==> config.mk <==
export PLATFORM = sky130hd
export DESIGN_NAME = enc_block_sequencer
export DESIGN_NICKNAME = d
export VERILOG_FILES = /design/src/rtl/enc_block_sequencer.sv
export SDC_FILE = /design/constraint.sdc
export NUM_CORES = 1
export LEC_CHECK = 0
export CORE_ASPECT_RATIO = 0.5
export CORE_MARGIN = 2
export CORE_UTILIZATION = 30
export DETAILED_ROUTE_END_ITERATION = 16
export RECOVER_POWER = 100
export SLEW_MARGIN = 40
export SYNTH_ARGS = -nofsm -noshare
export SYNTH_HDL_FRONTEND = slang
export SYNTH_SLANG_ARGS = --single-unit
==> constraint.sdc <==
create_clock -name clk -period 4.57 [get_ports clk]
set_input_delay 0.914 -clock clk [delete_from_list [all_inputs] [get_ports clk]]
set_output_delay 0.914 -clock clk [all_outputs]
set_load 0.02 [all_outputs]
==> src/rtl/enc_block_sequencer.sv <==
// rtl/enc_block_sequencer.sv - assembles key/plaintext words and sequences one 36-bit block at a time through the cipher core
module enc_block_sequencer #(
  parameter int GAP     = 2,
  parameter int TIMEOUT = 255
) (
  input  logic         clk,
  input  logic         rst_n,
  input  logic         key_wr,
  input  logic [8:0]   key_word,
  output logic         key_ready,
  output logic         key_ok,
  input  logic         din_valid,
  input  logic [8:0]   din,
  output logic         din_ready,
  output logic [35:0]  core_S_I,
  output logic [143:0] core_keyin,
  output logic         core_encrypt_en,
  input  logic [35:0]  core_S_j,
  input  logic         core_encr_done,
  output logic [35:0]  dout,
  output logic         dout_valid,
  input  logic         dout_ready,
  output logic         err_timeout
);

  localparam int CNT_MAX = (TIMEOUT > GAP) ? TIMEOUT : GAP;
  localparam int CW      = (CNT_MAX < 2) ? 1 : $clog2(CNT_MAX + 1);
  localparam logic [CW-1:0] RUN_LAST = CW'(TIMEOUT - 1);
  localparam logic [CW-1:0] GAP_LAST = CW'(GAP - 1);

  typedef enum logic [1:0] {
    ST_IDLE = 2'd0,
    ST_RUN  = 2'd1,
    ST_GAP  = 2'd2
  } state_e;

  state_e         state_q, state_d;
  logic [CW-1:0]  cyc_q, cyc_d;
  logic [3:0]     kcnt_q, kcnt_d;
  logic [134:0]   key_shadow_q, key_shadow_d;
  logic [143:0]   keyin_q, keyin_d;
  logic           key_ok_q, key_ok_d;
  logic [1:0]     wcnt_q, wcnt_d;
  logic [35:0]    stage_q, stage_d;
  logic           staged_full_q, staged_full_d;
  logic [35:0]    s_i_q, s_i_d;
  logic           en_q, en_d;
  logic [35:0]    dout_q, dout_d;
  logic           dout_valid_q, dout_valid_d;
  logic           err_timeout_q, err_timeout_d;
  logic           key_acc;
  logic           din_acc;

  always_comb begin
    state_d       = state_q;
    cyc_d         = cyc_q;
    kcnt_d        = kcnt_q;
    key_shadow_d  = key_shadow_q;
    keyin_d       = keyin_q;
    key_ok_d      = key_ok_q;
    wcnt_d        = wcnt_q;
    stage_d       = stage_q;
    staged_full_d = staged_full_q;
    s_i_d         = s_i_q;
    en_d          = en_q;
    dout_d        = dout_q;
    dout_valid_d  = dout_valid_q;
    err_timeout_d = err_timeout_q;

    key_acc = key_wr && (state_q == ST_IDLE);
    din_acc = din_valid && !staged_full_q;

    // The shadow only holds the first 15 words; the 16th goes straight into the commit.
    if (key_acc) begin
      key_shadow_d = {key_shadow_q[125:0], key_word};
      if (kcnt_q == 4'd15) begin
        keyin_d  = {key_shadow_q, key_word};
        key_ok_d = 1'b1;
        kcnt_d   = 4'd0;
      end else begin
        kcnt_d = kcnt_q + 4'd1;
      end
    end

    if (din_acc) begin
      stage_d = {stage_q[26:0], din};
      if (wcnt_q == 2'd3) begin
        staged_full_d = 1'b1;
        wcnt_d        = 2'd0;
      end else begin
        wcnt_d = wcnt_q + 2'd1;
      end
    end

    if (dout_valid_q && dout_ready) begin
      dout_valid_d = 1'b0;
    end

    case (state_q)
      ST_IDLE: begin
        // Registered dout_valid gates the start, so a drain on this edge delays the start by one cycle.
        if (staged_full_q && key_ok_q && !dout_valid_q) begin
          s_i_d         = stage_q;
          staged_full_d = 1'b0;
          en_d          = 1'b1;
          cyc_d         = '0;
          state_d       = ST_RUN;
        end
      end
      ST_RUN: begin
        if (core_encr_done) begin
          dout_d       = core_S_j;
          dout_valid_d = 1'b1;
          en_d         = 1'b0;
          cyc_d        = '0;
          state_d      = ST_GAP;
        end else if (cyc_q == RUN_LAST) begin
          err_timeout_d = 1'b1;
          en_d          = 1'b0;
          cyc_d         = '0;
          state_d       = ST_GAP;
        end else begin
          cyc_d = cyc_q + CW'(1);
        end
      end
      ST_GAP: begin
        if (cyc_q == GAP_LAST) begin
          cyc_d   = '0;
          state_d = ST_IDLE;
        end else begin
          cyc_d = cyc_q + CW'(1);
        end
      end
      default: begin
        state_d = ST_IDLE;
        cyc_d   = '0;
      end
    endcase
  end

  always_ff @(posedge clk) begin
    if (!rst_n) begin
      state_q       <= ST_IDLE;
      cyc_q         <= '0;
      kcnt_q        <= '0;
      key_shadow_q  <= '0;
      keyin_q       <= '0;
      key_ok_q      <= 1'b0;
      wcnt_q        <= '0;
      stage_q       <= '0;
      staged_full_q <= 1'b0;
      s_i_q         <= '0;
      en_q          <= 1'b0;
      dout_q        <= '0;
      dout_valid_q  <= 1'b0;
      err_timeout_q <= 1'b0;
    end else begin
      state_q       <= state_d;
      cyc_q         <= cyc_d;
      kcnt_q        <= kcnt_d;
      key_shadow_q  <= key_shadow_d;
      keyin_q       <= keyin_d;
      key_ok_q      <= key_ok_d;
      wcnt_q        <= wcnt_d;
      stage_q       <= stage_d;
      staged_full_q <= staged_full_d;
      s_i_q         <= s_i_d;
      en_q          <= en_d;
      dout_q        <= dout_d;
      dout_valid_q  <= dout_valid_d;
      err_timeout_q <= err_timeout_d;
    end
  end

  assign key_ready       = (state_q == ST_IDLE);
  assign key_ok          = key_ok_q;
  assign din_ready       = !staged_full_q;
  assign core_S_I        = s_i_q;
  assign core_keyin      = keyin_q;
  assign core_encrypt_en = en_q;
  assign dout            = dout_q;
  assign dout_valid      = dout_valid_q;
  assign err_timeout     = err_timeout_q;

endmodule
==> out/results.txt <==
status - finished with violations
failing checks - max-capacitance violations, max-slew violations
largest net degree at the start of global routing - 159
final hold slack - 0.455 ns
Initial Utilization - 30.5%
gr ovfl total - 0
CTS Buf Count - 40
sequential cell area fraction in the yosys report - 53.3%
vias in the first global route - 11300
met3 Usage GRT - 2.82%
Post-synth EDFFs - 0
crit path DAT - 4.03 ns
CTS tree - built
asr flop ratio synth - 0%
antenna violations before repair - 0
Least-Margin Pin Slew - 2.64 ns
# diodes - 0
clock sink count - 408
Cell Pwr Density - 369 nW/um^2
mapped cell area - 15300 sq um
die area - 53000 sq um
port bufs - 281
Req. time, crit path - 5.02 ns
Hold Path Sink - core_keyin[136]
Clock Path Buffers - 3
Clk pin slew, worst setup/hold paths - 0.06 ns
Worst setup EP type - flop
placed wire-length estimate - 24.8 mm
slowest stage cell on the critical path - and4_1
setup repair bufs after CTS - 0
Post-synth top flop - dfxtp_1
Setup TNS Final - 0 ns
area leader, netlist - dfxtp_1
CP Class - flop to flop
share of layout cells above drive strength 1 - 4.30%
RR Startpoint - state_q[1]
Post-Place Cell Area - 18600 sq um
DRC errors left - 0
Post-Syn Area per Cell - 8.46 sq um
via density per instance - 4.41
Seq cells post-synth - 408
nets - 2086
hold crit path type - flop to flop
DRT Pass-1 Iters - 5
Crit Reg-Reg Endpoint - core_keyin[117]
Hold Fails Final Rpt - 0
post_cts resized - 0
top-area cell type share of the netlist area - 53.3%
H-tree depth - 2
utilization after layout - 39.7%
GR Util met2 - 24.5%
hold_sp - key_shadow_q[127]
clock root cell - clkbuf_16
clk_lat worst skew - 0.54 ns
DRT antenna net count - 0
synth warn - 0
crit share post-route - 78.2%
Die H - 164 um
number of setup violations in the final report - 0
FMAX - 0.280 GHz
Final Critical Period - 3.58 ns
GRT met1 Usage - 19.0%
Slew HR - -76.0%
fin. max-slew vios - 363
skew final - 0.0126 ns
Routed WL - 39.4 mm
busiest grt layer - met2
Layout area overhead - 30.4%
Yosys cell types - 50
Max VDD drop - 0.000237 V
FF-to-FF path depth - 7
top post-synthesis cells by area - dfxtp_1 53%, nand2_1 19%, a21boi_0 17%
vias after detailed routing - 12100
Reg2Reg Setup Slack - 0.99 ns
fin area - 20000 sq um
first-pass GRT wire length - 62.4 mm
WHS Path Cells - 2
syn nets - 1880
hold buffer count at cts - 0
critical path peak fanout - 37
Core Rows - 58
routed len/inst - 14.4 um
core footprint - 50300 sq um
First DRT Iteration DRCs - 811
Post-Synthesis Cells - 1811
Final GP Congestion - 0.745
Die X - 324 um
RSZ-0062 raised after global routing - false
max-cap violations - 6
slowest stage delay, CP - 1.18 ns
Lkg Pwr - 7.24 nW
crit path cell chain - inv_1 > ha_1 > and2_4 > and4_1 > buf_4 > nand2_1 > a21boi_0
GRT Total Usage - 14.5%
I/O pins - 282
Worst setup SP type - flop
## flip-flops by register name, indices dropped and copies added (netlist names)
name / count
core_keyin: 144
key_shadow_q: 135
core_S_I: 36
dout: 36
stage_q: 36
cyc_q: 8
kcnt_q: 4
state_q: 2
wcnt_q: 2
core_encrypt_en: 1
dout_valid: 1
err_timeout: 1
key_ok: 1
staged_full_q: 1
## worst max-delay path: cells and delay by family, from the launching register on
family | cells | cell delay (ns)
flops | 1 | 0.33
compound gates | 1 | 0.18
buf+inv | 2 | 0.60
fa+ha+maj | 1 | 0.54
simple gates | 3 | 1.80
## worst max path at each step
stage          slack, ns               to  startpoint
5_1_grt             0.65  core_keyin[121]  state_q[0]
3_5_place_dp        1.15    core_keyin[4]      key_wr
3_3_place_gp        1.30   core_keyin[51]      key_wr
6_report            0.99  core_keyin[117]  state_q[1]
2_1_floorplan       2.56  core_keyin[100]      key_wr
4_1_cts             1.36        key_ready  state_q[1]
## power breakdown
group	internal [mW]	switching, mW	leakage (nW)
sequential	3.58	0.0162	3.29
combinational	0.109	0.123	3.24
clock	2.12	1.42	0.706
total	5.81	1.56	7.24
## cells by family (layout without fill, tap and decap cells)
logic type / count (synthesis) / after routing / share of synthesized area [%]
AO/OA/AOI/OAI: 414 / 414 / 20.3
AND/OR/NAND/NOR: 836 / 836 / 21.2
XOR/XNOR: 2 / 2 / 0.114
flip-flops: 408 / 408 / 53.3
adder cells (fa/ha/maj): 9 / 9 / 0.735
buffers and inverters: 141 / 378 / 4.23
multiplexers: 1 / 1 / 0.0654
## layout make-up
cell class | count | area [sq um]
Inverter | 7 | 26.3
Timing Repair Buffer | 298 | 2970
Multi-Input combinational cell | 1262 | 6520
Clock buffer | 61 | 1250
Clock inverter | 12 | 178
Tap cell | 690 | 863
Sequential cell | 408 | 8170
Fill cell | 5069 | 30300
## per-stage QoR
stage / setup WS (ns) / instances / total power, mW
after floorplan: 2.56 / 1811 / 3.81
after global placement: 1.30 / 2664 / 3.91
after CTS: 1.36 / 2737 / 7.47
final: 0.994 / 2738 / 7.37
after detailed placement: 1.15 / 2664 / 3.91
after global routing: 0.650 / 2738 / 7.66
## cell usage after synthesis, drive strengths merged (2+ instances only)
cell / count
and2: 4
nand4: 3
a22o: 2
dfxtp: 408
xnor2: 2
nand2: 794
nor3: 3
buf: 53
a21oi: 3
and3: 6
nor2: 7
clkbuf: 81
nor4b: 4
o21ai: 5
nor2b: 4
and4: 3
ha: 9
a21o: 3
a21boi: 391
inv: 7
## cells in the final DEF (no fill, tap or decap), types with 3 or more instances in the layout
cell type / n
a21boi_0: 388
a21boi_1: 3
a21o_1: 3
a21oi_1: 3
and3_1: 4
buf_4: 6
bufinv_16: 4
clkbuf_1: 12
clkbuf_16: 42
clkbuf_8: 13
clkdlybuf4s50_1: 57
clkinv_2: 5
dfxtp_1: 408
dlygate4sd3_1: 223
ha_1: 9
inv_1: 7
nand2_1: 793
nand4_1: 3
nor2_1: 5
nor2b_1: 3
nor3_1: 3
nor4b_1: 4
o21ai_0: 4
## routing by layer
metal  wire [um]  up-vias
met4         684        0
met3        1310       44
li1            -     6264
met5           0        -
met1       18100     5644
met2       19300      132
Power figures use the tool's default switching activity.
